--- src/rtl/branch_resolve.sv ---
// branch_resolve: resolves conditional branches and jumps one stage after the comparison
// unit. Computes the link value (pc+4), the control-transfer target and a misalignment
// flag, then holds a result for writeback and a redirect request for fetch.
//
// Ports:
//   clk, rst_n               clock, asynchronous active-low reset
//   in_valid / in_ready      upstream handshake for one control-flow op
//   in_pc, in_imm, in_rs1    op PC, sign-extended immediate, rs1 value (JALR base)
//   in_is_branch/jal/jalr    op class, at most one set; none set = non-control op
//   cmp_out                  comparison result for a conditional branch
//   out_valid / out_ready    writeback handshake
//   out_rd_data              link value pc+4
//   out_taken                control transfer taken
//   out_misaligned           taken target not 4-byte aligned
//   redirect_valid / _ready  fetch redirect handshake
//   redirect_pc              redirect target
//   branch_count             accepted conditional branches (wraps)
//   taken_count              accepted taken transfers, misaligned included (wraps)
module branch_resolve #(
  parameter int unsigned WIDTH = 32
) (
  input  logic             clk,
  input  logic             rst_n,
  input  logic             in_valid,
  output logic             in_ready,
  input  logic [WIDTH-1:0] in_pc,
  input  logic [WIDTH-1:0] in_imm,
  input  logic [WIDTH-1:0] in_rs1,
  input  logic             in_is_branch,
  input  logic             in_is_jal,
  input  logic             in_is_jalr,
  input  logic             cmp_out,
  output logic             out_valid,
  input  logic             out_ready,
  output logic [WIDTH-1:0] out_rd_data,
  output logic             out_taken,
  output logic             out_misaligned,
  output logic             redirect_valid,
  input  logic             redirect_ready,
  output logic [WIDTH-1:0] redirect_pc,
  output logic [31:0]      branch_count,
  output logic [31:0]      taken_count
);

  // The result and redirect registers are independent; the state encodes both.
  typedef enum logic [1:0] {StIdle, StRes, StRed, StResRed} state_e;

  state_e state_q, state_d;

  logic [WIDTH-1:0] rd_data_q;
  logic             taken_q;
  logic             misaligned_q;
  logic [WIDTH-1:0] redirect_pc_q;
  logic [31:0]      branch_count_q;
  logic [31:0]      taken_count_q;

  logic             accept;
  logic             taken;
  logic [WIDTH-1:0] target;
  logic [WIDTH-1:0] jalr_sum;
  logic             misaligned;
  logic             raise_redirect;
  logic             res_next;
  logic             red_next;

  // Datapath for the op being offered this cycle.
  always_comb begin
    jalr_sum = in_rs1 + in_imm;
    if (in_is_jalr) begin
      target = {jalr_sum[WIDTH-1:1], 1'b0};
    end else begin
      target = in_pc + in_imm;
    end
    taken          = in_is_jal | in_is_jalr | (in_is_branch & cmp_out);
    misaligned     = taken & target[1];
    // in_ready depends only on registered state and out_ready, never on in_valid.
    in_ready       = (!out_valid || out_ready) && !redirect_valid;
    accept         = in_valid && in_ready;
    // Misaligned targets trap downstream instead of redirecting fetch.
    raise_redirect = accept && taken && !misaligned;
  end

  // State register.
  always_ff @(posedge clk or negedge rst_n) begin
    if (!rst_n) begin
      state_q <= StIdle;
    end else begin
      state_q <= state_d;
    end
  end

  // Next-state logic: each held register is set on its load event, otherwise kept until
  // its consumer is ready.
  always_comb begin
    res_next = out_valid && !out_ready;
    red_next = redirect_valid && !redirect_ready;
    if (accept) begin
      res_next = 1'b1;
    end
    if (raise_redirect) begin
      red_next = 1'b1;
    end
    unique case ({res_next, red_next})
      2'b00:   state_d = StIdle;
      2'b10:   state_d = StRes;
      2'b01:   state_d = StRed;
      default: state_d = StResRed;
    endcase
  end

  // Output decode from state.
  always_comb begin
    out_valid      = 1'b0;
    redirect_valid = 1'b0;
    unique case (state_q)
      StIdle:   ;
      StRes:    out_valid = 1'b1;
      StRed:    redirect_valid = 1'b1;
      StResRed: begin
        out_valid      = 1'b1;
        redirect_valid = 1'b1;
      end
      default:  ;
    endcase
  end

  // Payload registers load only on their event, so they stay stable while held.
  always_ff @(posedge clk or negedge rst_n) begin
    if (!rst_n) begin
      rd_data_q     <= '0;
      taken_q       <= 1'b0;
      misaligned_q  <= 1'b0;
      redirect_pc_q <= '0;
    end else begin
      if (accept) begin
        rd_data_q    <= in_pc + WIDTH'(4);
        taken_q      <= taken;
        misaligned_q <= misaligned;
      end
      if (raise_redirect) begin
        redirect_pc_q <= target;
      end
    end
  end

  // Statistics counters, free-running and wrapping.
  always_ff @(posedge clk or negedge rst_n) begin
    if (!rst_n) begin
      branch_count_q <= '0;
      taken_count_q  <= '0;
    end else begin
      if (accept && in_is_branch) begin
        branch_count_q <= branch_count_q + 32'd1;
      end
      if (accept && taken) begin
        taken_count_q <= taken_count_q + 32'd1;
      end
    end
  end

  assign out_rd_data    = rd_data_q;
  assign out_taken      = taken_q;
  assign out_misaligned = misaligned_q;
  assign redirect_pc    = redirect_pc_q;
  assign branch_count   = branch_count_q;
  assign taken_count    = taken_count_q;

endmodule

--- config.mk ---
export PLATFORM = sky130hd
export DESIGN_NAME = branch_resolve
export DESIGN_NICKNAME = d
export VERILOG_FILES = /design/src/rtl/branch_resolve.sv
export SDC_FILE = /design/constraint.sdc
export NUM_CORES = 1
export LEC_CHECK = 0
export ABC_CLOCK_PERIOD_IN_PS = 2800
export CAP_MARGIN = 20
export CORE_ASPECT_RATIO = 1.5
export CORE_MARGIN = 3
export CORE_UTILIZATION = 30
export CTS_CLUSTER_SIZE = 16
export DETAILED_ROUTE_END_ITERATION = 12
export GPL_TIMING_DRIVEN = 0
export PLACE_DENSITY = 0.66
export SLEW_MARGIN = 20
export SYNTH_ARGS = -nofsm -noshare
export SYNTH_HDL_FRONTEND = slang
export SYNTH_SLANG_ARGS = --single-unit
--- constraint.sdc ---
create_clock -name clk -period 2.8 [get_ports clk]
set_input_delay 0.28 -clock clk [delete_from_list [all_inputs] [get_ports clk]]
set_output_delay 0.28 -clock clk [all_outputs]
set_load 0.02 [all_outputs]
==> Word-level counts from Yosys, hierarchy flattened <==
Cells that the tools add are included.
{ "totals": {"out_inout_bits": 133, "in_bits": 105, "elab_cells": 43, "regBits": 132} }
{ "classes": {"reduce_logical": 16, "n_bitwise": 4, "eq_ne": 5, "addsub": 5, "mux": 6} }
{ "ops": {"columns": ["op", "count"], "rows": [
  ["32-bit by 1-bit adder with 32-bit output, second input constant", 2],
  ["32-bit adder", 2],
  ["32-bit by 3-bit adder with 32-bit output, second input constant", 1],
  ["32-bit 2-to-1 mux", 1],
  ["1-bit logical AND", 7],
  ["2-bit == test, second input constant", 3],
  ["2-bit one-hot mux with 3 select lines", 1],
  ["1-bit zero test", 5],
  ["2-bit by 1-bit == test with 1-bit output, second input constant", 2],
  ["1-bit 2-to-1 mux", 4],
  ["2-bit OR reduction", 2],
  ["1-bit AND", 2],
  ["2-bit zero test", 1],
  ["1-bit bitwise OR", 2],
  ["1-bit logical OR", 1]
]} }

==> Depth between registers and ports, before layout <==
{ "logic_depth": {"word_depth": 12, "depth_mapped": 12, "depth_no_buf": 12} }

==> Worst setup path before layout <==
OpenSTA, ideal clock, no wires.
{ "synth_timing": {"path_type": "input -> register", "from": "input port in_pc[0]", "to": "register redirect_pc_q[24] (netlist: redirect_pc[24])", "n_path_buf": 0, "cell_stages": 12, "setup_time_ps": 88, "setup_slack_ps": -28, "arrival_time_ps": 2740, "required_ps": 2712, "path_cell_list": "ha_1 -> inv_1 -> fa_1 -> and2b_1 -> o31a_2 -> o21bai_1 -> o31a_1 -> o31a_1 -> o31a_1 -> o211ai_1 -> o2111ai_1 -> a41oi_1"} }
{ "synth_between": {"elab_chain_cells": 5} }
{ "synth_lines": {"columns": ["item", "line_no", "text"], "rows": [
  ["start, declared", "26", "input logic [WIDTH-1:0] in_pc,"],
  ["32-bit adder (*)", "72", "target = in_pc + in_imm;"],
  ["32-bit 2-to-1 mux (*)", "69", "if (in_is_jalr) begin"],
  ["1-bit AND", "75", "misaligned = taken & target[1];"],
  ["1-bit zero test", "80", "raise_redirect = accept && taken && !misaligned;"],
  ["1-bit logical AND", "80", null],
  ["end signal, assigned", "141", "redirect_pc_q <= target;"],
  ["end, declared", "53", "logic [WIDTH-1:0] redirect_pc_q;"]
]} }
Every way passes the cells marked *; elsewhere a longest branch is shown, timed or not.
A chain may end at the register's enable or synchronous reset.

==> Worst setup path in the final report <==
{ "layout_timing": {"from": "input port in_imm[2]", "to": "register redirect_pc_q[24] (netlist: redirect_pc[24])"} }
{ "layout_between": {"elab_chain_cells": 2, "word_cells_on_any_way": 3, "classes_between": "2 x add/sub; 1 x mux"} }
{ "layout_lines": {"columns": ["item", "line_no", "text"], "rows": [
  ["start, declared", "27", "input logic [WIDTH-1:0] in_imm,"],
  ["32-bit adder (on tied branches)", "72, 68", null],
  ["32-bit 2-to-1 mux (*)", "69", null]
]} }
Marks and branches as above.

==> flow_metrics.tcl <==
set metrics [dict create \
    synth-edff-count 0 \
    ys_dominant_reg_cell "dfrtp_1" \
    dr.pass1.iters 4 \
    fmax_mhz 365 \
    die_h_um 219 \
    drt-wirelength-per-cell_um 18.4 \
    vias 8822 \
    drc 0 \
    synth_area_per_cell_um2 8.70 \
    critical_path_class "input pin to register" \
    grt-ovfl-total 0 \
    grt_pass1_vias 8827 \
    ys_seq_elements 132 \
    die_x_um 148 \
    core_area_um2 29700 \
    drive_gt1_share_pct 7.47 \
    grt_use_total_pct 19.1 \
    ir_worst_vdd_uv 451 \
    area_growth_pct 42.6 \
    fin_worst_skew_ps 5.78 \
    post-route-util_pct 43.6 \
    worstHoldPathType "input pin to register" \
    antenna_found_initial 0 \
    drt-total-wl_um 31600 \
    first_iter_violations 363 \
    grt_max_degree 96 \
    endpoint_kind "register" \
    num_antenna_cells 0 \
    num_rows 77 \
    path_clk_slew_ps 60 \
    tritoncts "yes" \
    ys_async_sr_fraction_pct 100 \
    synthTopCellsByArea "dfrtp_1, ha_1, xnor2_1" \
    syn_area_um2 9080 \
    ant_nets 0 \
    ys_seq_area_share_pct 36.4 \
    top_level_ports 238 \
    status "finished clean" \
    synthCells 1044 \
    cap_violations 0 \
    synth_warnings 0 \
    p_leak_uw 0.00553 \
    root_buffer "clkbuf_16" \
    grt_pass1_wl_um 48000 \
    fin_nets 1484 \
    synth_top_area_cell "dfrtp_1" \
    cp_slowest_cell "clkdlybuf4s50_1" \
    cpLargestDelayFamily "compound AO/OA/AOI/OAI gates" \
    cts-buffers-inserted 17 \
    path_max_fanout 6 \
    vias_per_cell 5.13 \
    clkSinkCount 132 \
    period_minus_slack_ps 2740 \
    critical_path_required_ps 3160 \
    path_cells "clkdlybuf4s50_1, ha_4, and2b_1, o31a_2, o21bai_2, o31a_1, o31a_1, o31a_1, buf_4, o211ai_1, o2111ai_1, a41oi_1" \
    critPathBufInv 2 \
    dpl.hpwl_um 25400 \
    cpPeakStageDelay_ps 510 \
    setup_violations 0 \
    synth_nets 1215 \
    p_per_area_nw_per_um2 634 \
    setup_tns_ps 0 \
    clock_latency_ps 440 \
    gp_congestion 0.914 \
    max_slew.worst_pin.slew_ps 769 \
    relSlewSlack_pct 48.7 \
    synth_top_area_share_pct 36.4 \
    die_area_um2 32400 \
    arrival_ps 3100 \
    hold_viol_final 0 \
    finalPower_uw 8210 \
    finalCritPeriodShare_pct 97.8 \
    drv_slew 0 \
    rsz0062_at_grt "yes" \
    cp_common_cell "o31a_1" \
    ys_types 59 \
    port-buffer-count 236 \
    cts-htree-levels 4 \
    start_kind "input pin" \
    initial_core_util_pct 30.6 \
    clock_path_buffers 2 \
]
==> registers in the layout, indices dropped and copies added, names as in the netlist <==
register / count
branch_count: 32
out_rd_data: 32
redirect_pc: 32
taken_count: 32
state_q: 2
out_misaligned: 1
out_taken: 1
==> per-stage QoR <==
stage               hold slack [ps]  instance area [um2]  cells  setup WS [ps]
floorplan                     -15.6                 9080   1044           10.5
global placement                456                11900   1675          -4070
detailed placement              182                12000   1676           -993
CTS                             166                12800   1717          -29.9
global route                    236                12900   1721          -83.9
finish                          226                12900   1721           60.2
==> Yosys cell counts, drive strengths merged, types with 8 or more instances <==
cell    number
xor2        58
nand4       23
nand2b      13
nor3        15
and3        35
o21ai       93
nor2b        8
inv         16
dfrtp      132
a31oi       11
nand3       45
a211oi      12
clkbuf      29
xnor2       84
nor2        64
a21o        33
ha          64
nand2      151
a21oi       68
and2        12
==> worst register-to-register path, cell delays in order (launching register included) <==
cell	delay, ps
dfrtp_1	380
nand2b_1	170
nand3_4	210
nor2_4	210
and3_1	250
nor2b_2	300
and2b_1	280
nand3_1	170
nor3_1	240
xor2_1	170
==> report_power, final <==
part / internal, uW / switching (uW) / total [uW]
combinational: 1540 / 1830 / 3360
sequential: 2350 / 309 / 2660
clock: 1260 / 932 / 2190
==> cell usage in the layout, fill, tap and decap left out, types with 4 or more instances in the layout <==
cell type          n
a211oi_1           9
a21o_1            33
a21oi_1           65
a22oi_1            4
a31oi_1            9
and2_1            12
and3_1            34
and4_1             4
buf_4             14
clkbuf_1          28
clkbuf_16         17
clkdlybuf4s50_1  222
clkinvlp_4         4
dfrtp_1          132
dlygate4sd2_1      5
dlymetal6s2s_1     6
ha_1              52
ha_4              10
inv_1             14
inv_6              4
nand2_1          151
nand2b_1          13
nand3_1           44
nand4_1           23
nor2_1            62
nor2b_1            7
nor3_1            13
o211ai_1           7
o21a_1             6
o21ai_0           81
o21ai_1            9
o21bai_1           4
o31a_1             5
xnor2_1           84
xor2_1            58
==> timing repair <==
action / in CTS / in global routing
pin swaps: 11 / 10
resized for setup: 43 / 32
cloned: 0 / 0
hold buffers: 1 / 0
buffers inserted: 8 / 6
endpoints found under the hold margin: 37 / 0
setup endpoints to repair: 49 / 22
==> per-layer routing <==
| layer | GRT usage (%) | wire length (um) |
|---|---|---|
| met3 | 3.82 | 1840 |
| met1 | 20.9 | 12200 |
| met4 | 7.52 | 961 |
| met5 | 0 | 0 |
| met2 | 36.0 | 16600 |
==> layout make-up <==
type,instances,area (um2)
repair buffers,252,2510
multi-input cells,866,5900
plain buffers,28,106
flip-flops and latches,132,3300
inverters,16,60.1
clock buffers,19,443
fillers,2940,16700
clock inverters,13,125
well taps,395,494
==> final timing paths <==
path,start,endpoint,slack (ps),cells after the start
hold reg to reg,out_rd_data[3],out_rd_data[3],480,2
setup / recovery,in_imm[2],redirect_pc[24],60,12
min in group asynchronous,rst_n,taken_count[13],320,2
setup reg to reg,state_q[0],taken_count[31],340,9
max in group asynchronous,rst_n,redirect_pc[25],1700,3
hold / removal,in_pc[0],out_rd_data[0],230,3
==> cell families after synthesis <==
group                      share of synthesized area, %
and+or+nand+nor                                    19.8
AOI/OAI and AO/OA                                  18.2
xor gates and xnor gates                           13.7
DFF                                                36.4
adders and majority gates                          9.26
buffers and inverters                              1.90
muxes                                             0.703
Power figures use the tool's default switching activity.
